--- src/rtl/uart_byte_rx.sv ---
// uart_byte_rx: 8N1 UART receiver for the usart_rxd debug/control link.
// The line is synchronised and the start bit is validated at mid-bit. Each
// bit is then sampled at mid-bit, and the received byte is presented through
// a one-entry holding register with a valid/ready handshake.
// Optional feature macro: UART_RX_PARITY_EN. When it is defined, the frame is
// 8 data bits, 1 parity bit and a stop bit, and rx_parity_err is added.
module uart_byte_rx #(
  parameter int unsigned CLKS_PER_BIT = 868,
  parameter int unsigned CNT_W        = 16
`ifdef UART_RX_PARITY_EN
  ,
  parameter bit          PARITY_ODD   = 1'b0
`endif
) (
  input  logic       clk_in,
  input  logic       rst_n_in,
  input  logic       usart_rxd,
  output logic [7:0] rx_data,
  output logic       rx_valid,
  input  logic       rx_ready,
  output logic       rx_frame_err,
  output logic       rx_overrun,
`ifdef UART_RX_PARITY_EN
  output logic       rx_parity_err,
`endif
  output logic       rx_busy
);

  localparam int unsigned DATA_W = 8;
  localparam int unsigned IDX_W  = 3;
  localparam int unsigned FILL_W = 2;

  // Full bit period and half bit period, both expressed as down-counter
  // reload values (the sample is taken when the counter reaches zero).
  localparam logic [CNT_W-1:0] RELOAD = CNT_W'(CLKS_PER_BIT - 1);
  localparam logic [CNT_W-1:0] HALF   = CNT_W'(CLKS_PER_BIT / 2 - 1);

  typedef enum logic [2:0] {
    S_IDLE   = 3'd0,
    S_START  = 3'd1,
    S_DATA   = 3'd2,
`ifdef UART_RX_PARITY_EN
    S_PARITY = 3'd5,
`endif
    S_STOP   = 3'd3,
    S_BREAK  = 3'd4
  } state_t;

  state_t              state_q, state_d;
  logic                sync1_q, sync2_q, sync3_q;
  logic [FILL_W-1:0]   fill_q, fill_d;
  logic [CNT_W-1:0]    cnt_q, cnt_d;
  logic [IDX_W-1:0]    bit_idx_q, bit_idx_d;
  logic [DATA_W-1:0]   shift_q, shift_d;
  logic [DATA_W-1:0]   data_d;
  logic                valid_d;
  logic                ferr_d;
  logic                ovr_d;
  logic                busy_d;
  logic                commit;
  logic                line;
  logic                fall;
  logic                cnt_zero;
`ifdef UART_RX_PARITY_EN
  logic                par_q, par_d;
  logic                perr_d;
`endif

  assign line     = sync2_q;
  assign cnt_zero = (cnt_q == '0);
  // Edge detection is armed only once all three input flops hold real line
  // samples. This keeps a line that is already low at reset release from
  // being seen as a start edge.
  assign fall     = (fill_q == FILL_W'(3)) && sync3_q && !sync2_q;

  // Input synchroniser and falling-edge history (idle-high reset values)
  always_ff @(posedge clk_in or negedge rst_n_in) begin
    if (!rst_n_in) begin
      sync1_q <= 1'b1;
      sync2_q <= 1'b1;
      sync3_q <= 1'b1;
    end else begin
      sync1_q <= usart_rxd;
      sync2_q <= sync1_q;
      sync3_q <= sync2_q;
    end
  end

  // State, datapath and registered output flops
  always_ff @(posedge clk_in or negedge rst_n_in) begin
    if (!rst_n_in) begin
      state_q       <= S_IDLE;
      fill_q        <= '0;
      cnt_q         <= '0;
      bit_idx_q     <= '0;
      shift_q       <= '0;
      rx_data       <= '0;
      rx_valid      <= 1'b0;
      rx_frame_err  <= 1'b0;
      rx_overrun    <= 1'b0;
      rx_busy       <= 1'b0;
`ifdef UART_RX_PARITY_EN
      par_q         <= 1'b0;
      rx_parity_err <= 1'b0;
`endif
    end else begin
      state_q       <= state_d;
      fill_q        <= fill_d;
      cnt_q         <= cnt_d;
      bit_idx_q     <= bit_idx_d;
      shift_q       <= shift_d;
      rx_data       <= data_d;
      rx_valid      <= valid_d;
      rx_frame_err  <= ferr_d;
      rx_overrun    <= ovr_d;
      rx_busy       <= busy_d;
`ifdef UART_RX_PARITY_EN
      par_q         <= par_d;
      rx_parity_err <= perr_d;
`endif
    end
  end

  // Next-state, bit timing, shift register and holding-register logic
  always_comb begin
    state_d   = state_q;
    fill_d    = (fill_q == FILL_W'(3)) ? fill_q : fill_q + FILL_W'(1);
    cnt_d     = cnt_q;
    bit_idx_d = bit_idx_q;
    shift_d   = shift_q;
    data_d    = rx_data;
    valid_d   = rx_valid;
    ferr_d    = 1'b0;
    ovr_d     = 1'b0;
    commit    = 1'b0;
`ifdef UART_RX_PARITY_EN
    par_d     = par_q;
    perr_d    = 1'b0;
`endif

    // Consumer handshake; a same-cycle commit below takes precedence
    if (rx_valid && rx_ready) begin
      valid_d = 1'b0;
    end

    case (state_q)
      S_IDLE: begin
        if (fall) begin
          cnt_d   = HALF;
          state_d = S_START;
        end
      end

      S_START: begin
        if (cnt_zero) begin
          if (!line) begin
            cnt_d     = RELOAD;
            bit_idx_d = '0;
            state_d   = S_DATA;
          end else begin
            state_d   = S_IDLE;
          end
        end else begin
          cnt_d = cnt_q - CNT_W'(1);
        end
      end

      S_DATA: begin
        if (cnt_zero) begin
          shift_d = {line, shift_q[DATA_W-1:1]};
          cnt_d   = RELOAD;
          if (bit_idx_q == IDX_W'(DATA_W - 1)) begin
`ifdef UART_RX_PARITY_EN
            state_d = S_PARITY;
`else
            state_d = S_STOP;
`endif
          end else begin
            bit_idx_d = bit_idx_q + IDX_W'(1);
          end
        end else begin
          cnt_d = cnt_q - CNT_W'(1);
        end
      end

`ifdef UART_RX_PARITY_EN
      S_PARITY: begin
        if (cnt_zero) begin
          par_d   = line;
          cnt_d   = RELOAD;
          state_d = S_STOP;
        end else begin
          cnt_d = cnt_q - CNT_W'(1);
        end
      end
`endif

      S_STOP: begin
        if (cnt_zero) begin
          if (line) begin
            commit  = 1'b1;
            state_d = S_IDLE;
          end else begin
            ferr_d  = 1'b1;
            state_d = S_BREAK;
          end
        end else begin
          cnt_d = cnt_q - CNT_W'(1);
        end
      end

      S_BREAK: begin
        if (line) begin
          state_d = S_IDLE;
        end
      end

      default: begin
        state_d = S_IDLE;
      end
    endcase

    // Commit into the holding register; overwriting an unaccepted byte is an overrun
    if (commit) begin
      data_d  = shift_q;
      valid_d = 1'b1;
      ovr_d   = rx_valid && !rx_ready;
`ifdef UART_RX_PARITY_EN
      perr_d  = ((^shift_q) ^ par_q) != PARITY_ODD;
`endif
    end

    busy_d = (state_d != S_IDLE);
  end

endmodule

--- config.mk ---
export PLATFORM = sky130hd
export DESIGN_NAME = uart_byte_rx
export DESIGN_NICKNAME = d
export VERILOG_FILES = /design/src/rtl/uart_byte_rx.sv
export SDC_FILE = /design/constraint.sdc
export NUM_CORES = 1
export LEC_CHECK = 0
export ABC_CLOCK_PERIOD_IN_PS = 6010
export CORE_ASPECT_RATIO = 2
export CORE_UTILIZATION = 50
export DETAILED_ROUTE_END_ITERATION = 16
export PLACE_DENSITY_LB_ADDON = 0.05
export REMOVE_ABC_BUFFERS = 1
export SLEW_MARGIN = 20
export SYNTH_ARGS = -nofsm -noshare
export SYNTH_HDL_FRONTEND = slang
export SYNTH_SLANG_ARGS = --single-unit
--- constraint.sdc ---
create_clock -name clk_in -period 6.01 [get_ports clk_in]
set_input_delay 1.202 -clock clk_in [delete_from_list [all_inputs] [get_ports clk_in]]
set_output_delay 1.202 -clock clk_in [all_outputs]
set_load 0.1 [all_outputs]
**Yosys cells after proc, flatten, opt, wreduce, memory -nomap -nowiden**

Cells that the tools add are included.

- Add/subtract/negate cells: 3
- Equal/unequal tests: 13
- Multiplexer cells: 29
- Reduce and logical (&&, ||, !) cells: 15

Operator list:

| kind | count |
|---|---|
| 16-bit 2-to-1 mux | 5 |
| 16-bit one-hot mux with 4 select lines | 1 |
| 3-bit 2-to-1 mux | 11 |
| 16-bit zero test | 1 |
| 16-bit by 1-bit subtractor with 16-bit output (second input constant) | 1 |
| 3-bit one-hot mux with 5 select lines | 1 |
| 2-bit != test (second input constant) | 6 |
| 1-bit 2-to-1 mux | 9 |
| 3-bit by 2-bit equality test with 1-bit output (second input constant) | 2 |
| 3-bit equality test (second input constant) | 2 |
| 3-bit one-hot mux with 2 select lines | 1 |
| 5-bit AND reduction | 1 |
| 1-bit logical AND | 4 |
| 4-bit AND reduction | 1 |
| 2-bit nonzero test | 2 |
| 4-bit nonzero test | 1 |
| 3-bit by 1-bit adder with 3-bit output (second input constant) | 1 |
| 3-bit by 1-bit equality test with 1-bit output (second input constant) | 1 |
| 3-bit zero test | 1 |
| 3-bit != test (second input constant) | 1 |
| 3-bit nonzero test | 1 |
| 2-bit by 1-bit adder with 2-bit output (second input constant) | 1 |
| 2-bit equality test (second input constant) | 1 |
| 1-bit zero test | 2 |
| 2 further kinds | 2 |

- Register bits after elaboration: 47
- Input bits: 4
- Output and inout bits: 12
- Word-level logic and storage cells: 73

**Logic depth before layout (Yosys ltp)**

Gate-level depths: netlist of run 1.

- Depth after elaboration: 6
- Mapped depth: 9
- Mapped depth without buffers: 7

**Least setup slack after synthesis of run 1**

OpenSTA, ideal clock, no wires.

- Path type: register to register
- Start: register cnt_q[4]
- End: register rx_data[0]
- Setup time: 0.125 ns
- Data arrival time: 2.001 ns
- Slack: 3.884 ns
- Stages on the path, launching flop included: 6
- Buffers on the path: 0
- Path through: dfrtp_1 -> or3_4 -> or3_4 -> nor3_4 -> nand4_4 -> mux2_4

- Longest elaborated chain between the ends: 3

RTL lines:

| what | line | RTL |
|---|---|---|
| start, declared | 52 | `logic [CNT_W-1:0] cnt_q, cnt_d;` |
| start signal, assigned | 109 | `cnt_q <= cnt_d;` |
| 16-bit zero test | 70 | `assign cnt_zero = (cnt_q == '0);` |
| 1-bit 2-to-1 mux | 199 | `if (cnt_zero) begin` |
| 1-bit 2-to-1 mux | 146 | `case (state_q)` |
| end signal, assigned | 112 | `rx_data <= data_d;` |
| end, declared | 18 | `output logic [7:0] rx_data,` |

No other way between the ends.
A chain may end at the register's enable or synchronous reset.

**Final worst setup path of run 1**

- Start: register rx_data[5]
- End: output port rx_data[5]

No word-level cell between the ends.

==> impl_metrics.py, run 1 <==
metrics = {
    "power": {
        "power_density_mw_per_mm2": 306,
        "irDropWorstVdd_v": 0.000171,
        "total_power_uw": 796,
        "p_leak_nw": 1.13,
    },
    "synthesis": {
        "postSynthCellCount": 212,
        "synthDistinctLibCells": 54,
        "synth_edf_count": 0,
        "ys_seq_elements": 47,
        "ys_async_sr_fraction_pct": 100,
        "synth_top_area_share_pct": 46.7,
        "yosys.cell_count.top_type": "dfrtp_1",
        "ys_top_cells_by_area": "dfrtp_1 47%, mux2_4 5.1%, nand2_1 3.7%",
        "synth_flop_cell": "dfrtp_1",
        "synth_commonest_cells": "44 x dfrtp_1, 23 x nand2_1, 12 x nor2_1, 12 x nor3_1",
        "synthesis.area_mm2": 0.00236,
        "yosysWarnings": 0,
        "syn_avg_cell_area_um2": 11.1,
        "yosysTopAreaCell": "dfrtp_1",
        "synth.yosys.seq_area_share_pct": 50.1,
    },
    "die": {
        "io_pins": 16,
        "core_area_mm2": 0.00455,
        "core.rowCount": 35,
        "start_util_pct": 51.7,
        "dieArea_mm2": 0.00501,
        "die_width_um": 50.5,
        "die_h_um": 99.1,
    },
    "clocking": {
        "clk_latency_ns": 0.30,
        "numCtsBuffers": 5,
        "cts_buffer_depth": 2,
        "hold_buffers": 0,
        "cts_tree": "yes",
        "cts.sinks": 47,
        "htreeDepth": 2,
        "post_cts.repair.setup_buffers": 0,
        "cts_root_buffer": "clkbuf_8",
        "post_cts_resized": 0,
        "clk_pin_slew_ns": 0.09,
    },
    "layout": {
        "nets": 236,
        "utilization_pct": 57.2,
        "diodes": 0,
        "fin_area_mm2": 0.00261,
        "syn_to_final_growth_pct": 10.6,
        "nFillCells": 410,
        "fin_cells": 283,
        "layout-drive-gt1-share_pct": 17.5,
    },
    "timing": {
        "setup_slack_ns": 2.98,
        "max_freq_mhz": 330,
        "min_period_ns": 3.03,
        "setup_viol": 0,
        "hold_viol_final": 0,
        "relSlewSlack_pct": 34.9,
        "slew_violations": 0,
        "skew_ns": 0.0101,
        "tns_ns": 0,
        "worst_slew_pin_slew_ns": 0.973,
        "whs_ns": 0.366,
        "rsz0062_at_grt": "no",
        "finalCritPeriodShare_pct": 50.3,
    },
    "detailed_routing": {
        "vias": 1697,
        "final_antenna_net_count": 0,
        "wirelength_mm": 4.72,
        "viasPerCell": 6.00,
        "drtIter0Drc": 42,
        "wire_per_inst_um": 16.7,
        "route.detailed.drc": 0,
        "drt_pass1_iterations": 4,
    },
    "placement": {
        "place.gp.congestion": 0.906,
        "placed_cells": 275,
        "postPlaceCellArea_mm2": 0.00251,
        "dp_hpwl_mm": 3.40,
        "io_buffers": 15,
        "pre_cts_ws_ns": 3.33,
    },
    "flow_run": {
        "max_cap_viol_count": 0,
    },
    "critical_path": {
        "r2r_end": "cnt_q[11]",
        "path_cells": "clkdlybuf4s50_1",
        "slowest_stage": "clkdlybuf4s50_1",
        "r2r_start": "cnt_q[10]",
        "cp-end-kind": "output pin",
        "rr_worst_depth": 6,
        "startpoint_type": "flop",
        "worstSetupPathType": "reg2out",
        "crit_fanout": 2,
        "path_buf_inv": 1,
        "cp_top_family": "buffers and inverters",
        "reg2reg_slack_ns": 3.51,
        "critical-path-max-stage-delay_ns": 1.14,
        "cp_data_required_time_ns": 4.81,
        "critPathArrivalTime_ns": 1.82,
    },
    "worst_hold_path": {
        "hold_path.class": "reg2reg",
        "hold_path_startpoint": "sync1_q",
        "hold_depth": 0,
        "min_to": "line",
    },
    "global_routing": {
        "overflow": 0,
        "grt_pass1_vias": 1741,
        "grt_usage_pct": 21.6,
        "grt_max_degree": 48,
        "antenna_found_initial": 0,
        "grt_pass1_wl_mm": 8.10,
    },
    "status": {
        "outcome": "finished clean",
    },
}
metal layers:
layer	GRT usage [%]	share of wire, %	vias up
li1	-	-	793
met2	36.7	54	44
met4	12.8	3.7	0
met5	0	0	-
met3	2.78	2.5	14
met1	25.1	40	846
registers in the layout, indices dropped and copies added, names as in the netlist:
| name | cells |
|---|---|
| rx_busy | 1 |
| rx_valid | 1 |
| line | 1 |
| sync3_q | 1 |
| cnt_q | 16 |
| rx_frame_err | 1 |
| sync1_q | 1 |
| rx_data | 8 |
| rx_overrun | 1 |
| shift_q | 8 |
| state_q | 3 |
| fill_q | 2 |
| bit_idx_q | 3 |
power breakdown:
group,internal [mW],leakage [nW],switching (mW)
Sequential,0.360,0.602,0.0547
Combinational,0.0776,0.483,0.102
Clock,0.0952,0.0489,0.107
Total,0.533,1.13,0.263
logic make-up after synthesis:
group,share of synthesized area (%)
flip-flops,50.1
adder cells (fa/ha/maj),2.66
buffers and inverters,3.40
multiplexers,9.35
AND/OR/NAND/NOR,20.2
AO/OA/AOI/OAI,13.5
XOR/XNOR,0.744
layout by cell type, fill, tap and decap left out, drive strengths merged, types with 2 or more instances in the layout:
master	count
nand2	23
or2	3
o31ai	3
nor3b	3
o311ai	2
nand4	2
nor4	2
nand2b	6
mux2	16
nor2	14
a21o	2
a21oi	7
o21ai	18
dfstp	3
a31oi	4
clkdlybuf4s50	14
o22a	2
clkbuf	7
nor3	13
inv	6
or4	2
ha	5
or3	5
nand3	8
dfrtp	44
worst max path at each step:
stage | from | end | slack [ns] | depth (start not counted)
after detailed placement | rx_data[5] | rx_data[5] | 3.33 | 1
after global routing | rx_data[5] | rx_data[5] | 2.94 | 1
final | rx_data[5] | rx_data[5] | 2.98 | 1
after global placement | rx_valid | rx_valid | 3.35 | 1
after CTS | rx_data[5] | rx_data[5] | 2.97 | 1
after floorplan | cnt_q[4] | cnt_q[10] | 3.81 | 6
final cells by class:
class | instances | area [um^2] | share of cell area [%]
clock buffers | 7 | 86.3 | 3.31
clock inverters | 1 | 8.76 | 0.336
inverters | 5 | 18.8 | 0.720
multi-input cells | 153 | 1100 | 42.1
flip-flops and latches | 47 | 1180 | 45.3
well taps | 55 | 68.8 | 2.64
repair buffers | 15 | 148 | 5.66
Power figures use the tool's default switching activity.
==> run 2, diff against run 1 <==
--- a/config.mk
+++ b/config.mk
@@ -5,7 +5,7 @@
 export SDC_FILE = /design/constraint.sdc
 export NUM_CORES = 1
 export LEC_CHECK = 0
-export ABC_CLOCK_PERIOD_IN_PS = 6010
+export ABC_CLOCK_PERIOD_IN_PS = 3200
 export CORE_ASPECT_RATIO = 2
 export CORE_UTILIZATION = 50
 export DETAILED_ROUTE_END_ITERATION = 16
==> constraint.sdc (replaced) <==
create_clock -name clk_in -period 3.2 [get_ports clk_in]
set_input_delay 0.64 -clock clk_in [delete_from_list [all_inputs] [get_ports clk_in]]
set_output_delay 0.64 -clock clk_in [all_outputs]
set_load 0.1 [all_outputs]
==> run 2 against run 1 <==
Compared with the run above: combinational power up 95%; setup slack worse by 2.3 ns; power up 87%; register-to-register slack worse by 2.8 ns; via count down 3.8%; global-route usage up 0.21 points; highest routed layer unchanged.
==> impl_metrics.py, run 2 (synthesized netlist as in run 1, its figures left out) <==
metrics = {
    "detailed_routing": {
        "vias": 1632,
        "wirelength_mm": 4.89,
        "final_antenna_net_count": 0,
        "wire_per_inst_um": 17.3,
        "viasPerCell": 5.77,
        "route.detailed.drc": 0,
        "drt_pass1_iterations": 4,
        "drtIter0Drc": 33,
    },
    "power": {
        "irDropWorstVdd_v": 0.000434,
        "power_density_mw_per_mm2": 579,
        "combinationalPowerShare_pct": 23.5,
        "p_leak_nw": 1.16,
        "pwr-share-clk_pct": 24.2,
        "power_report.internal_total_uw": 978,
        "p_switching_uw": 509,
        "swShare_pct": 34.2,
        "p_seq_share_pct": 52.3,
    },
    "timing": {
        "setup_slack_ns": 0.731,
        "tns_ns": 0,
        "hold_viol_final": 0,
        "relSlewSlack_pct": 50.2,
        "setup_viol": 0,
        "min_period_ns": 2.47,
        "max_freq_mhz": 405,
        "whs_ns": 0.335,
        "worst_slew_pin_slew_ns": 0.740,
        "finalCritPeriodShare_pct": 77.2,
        "rsz0062_at_grt": "no",
        "skew_ns": 0.00209,
        "slew_violations": 0,
    },
    "critical_path": {
        "cp-end-kind": "flop",
        "slowest_stage": "dfrtp_1",
        "crit_fanout": 21,
        "critical-path-max-stage-delay_ns": 0.44,
        "cp_top_family": "simple AND/OR/NAND/NOR gates",
        "critPathArrivalTime_ns": 2.65,
        "path_buf_inv": 0,
        "startpoint_type": "flop",
        "cp_common_cell": "or3_4",
        "worstSetupPathType": "reg2reg",
        "cp_data_required_time_ns": 3.38,
        "path_cells": "or3_4 -> or3_4 -> o31ai_4 -> a21o_2 -> nand2b_2 -> o22ai_1",
    },
    "clocking": {
        "cts_tree": "yes",
        "clk_latency_ns": 0.30,
        "cts_buffer_depth": 2,
        "cts_root_buffer": "clkbuf_8",
        "hold_buffers": 0,
        "numCtsBuffers": 5,
        "cts.sinks": 47,
        "clk_pin_slew_ns": 0.09,
        "htreeDepth": 2,
        "post_cts_resized": 0,
        "post_cts.repair.setup_buffers": 0,
    },
    "global_routing": {
        "grt_pass1_vias": 1711,
        "grt_pass1_wl_mm": 8.18,
        "overflow": 0,
        "grt_usage_pct": 21.8,
        "antenna_found_initial": 0,
        "grt_max_degree": 48,
    },
    "layout": {
        "utilization_pct": 56.4,
        "reg_top3": "cnt_q x16, rx_data x8, shift_q x8",
        "diodes": 0,
        "final_common_cell": "dfrtp_1",
        "nFillCells": 412,
        "layout-drive-gt1-share_pct": 23.2,
        "syn_to_final_growth_pct": 9.03,
        "nets": 236,
        "largest_register_ffs": 16,
        "layout_common_cells": "44 x dfrtp_1, 23 x nand2_1, 13 x buf_4",
        "max_flop_register": "cnt_q",
    },
    "placement": {
        "place.gp.congestion": 0.891,
        "pre_cts_ws_ns": 0.754,
        "dp_hpwl_mm": 3.52,
        "io_buffers": 15,
    },
    "die": {
        "dieArea_mm2": 0.00501,
        "core.rowCount": 35,
        "start_util_pct": 51.7,
        "core_area_mm2": 0.00455,
        "die_h_um": 99.1,
        "io_pins": 16,
        "die_width_um": 50.5,
    },
    "status": {
        "outcome": "finished clean",
    },
    "flow_run": {
        "max_cap_viol_count": 0,
    },
    "worst_hold_path": {
        "hold_path.class": "in2async",
    },
}
[run 2: cell count changes in the layout (fill, tap and decap cells not counted), sizes merged]
cell	previous run	this run
clkinv	0	2
buf	1	13
clkdlybuf4s50	14	2
clkbuf	7	5
[run 2: worst reg2reg max path: cells and delay by family (launching register included)]
kind / cells / cell delay, ns
compound gates: 3 / 0.74
flops: 1 / 0.44
simple gates: 3 / 1.18
[run 2: metal layers]
| metal | GRT usage (%) | part of all wire (%) | wire length (um) | vias up |
|---|---|---|---|---|
| met5 | 0 | 0 | 0 | - |
| met4 | 11.8 | 2.8 | 135 | 0 |
| met3 | 3.40 | 2.5 | 124 | 11 |
| met2 | 36.8 | 53 | 2600 | 31 |
| met1 | 25.8 | 42 | 2030 | 803 |
| li1 | - | - | - | 787 |
[run 2: layout make-up]
type                            count  area, um^2  share of cell area, %
Multi-Input combinational cell    153        1100                   42.7
Inverter                            5        18.8                  0.731
Tap cell                           55        68.8                   2.68
Sequential cell                    47        1180                   45.9
Timing Repair Buffer               15         118                   4.58
Clock buffer                        5        68.8                   2.68
Clock inverter                      3        18.8                  0.731
[run 2: power by group through the flow]
stage	Combinational, mW	Sequential, mW	Clock (mW)
floorplan	0.266	0.764	0
global placement	0.335	0.780	0
detailed placement	0.348	0.787	0
CTS	0.348	0.775	0.369
global route	0.387	0.795	0.397
finish	0.349	0.778	0.360
[run 2: final timing paths]
path                       cells after the start  slack, ns      from         end
max                                            6       0.73  cnt_q[4]   cnt_q[14]
min                                            1       0.34  rst_n_in  shift_q[0]
max reg2reg                                    6       0.73  cnt_q[4]   cnt_q[14]
min reg2reg                                    0       0.37   sync1_q        line
max in group asynchronous                      1       2.48  rst_n_in    cnt_q[7]
min in group clk_in                            0       0.37   sync1_q        line
[run 2: per-stage QoR]
stage	cell area, um^2	std cells	power [mW]
finish	2570	283	1.49
global route	2570	283	1.58
CTS	2570	283	1.49
detailed placement	2480	275	1.13
global placement	2480	275	1.11
floorplan	2290	205	1.03
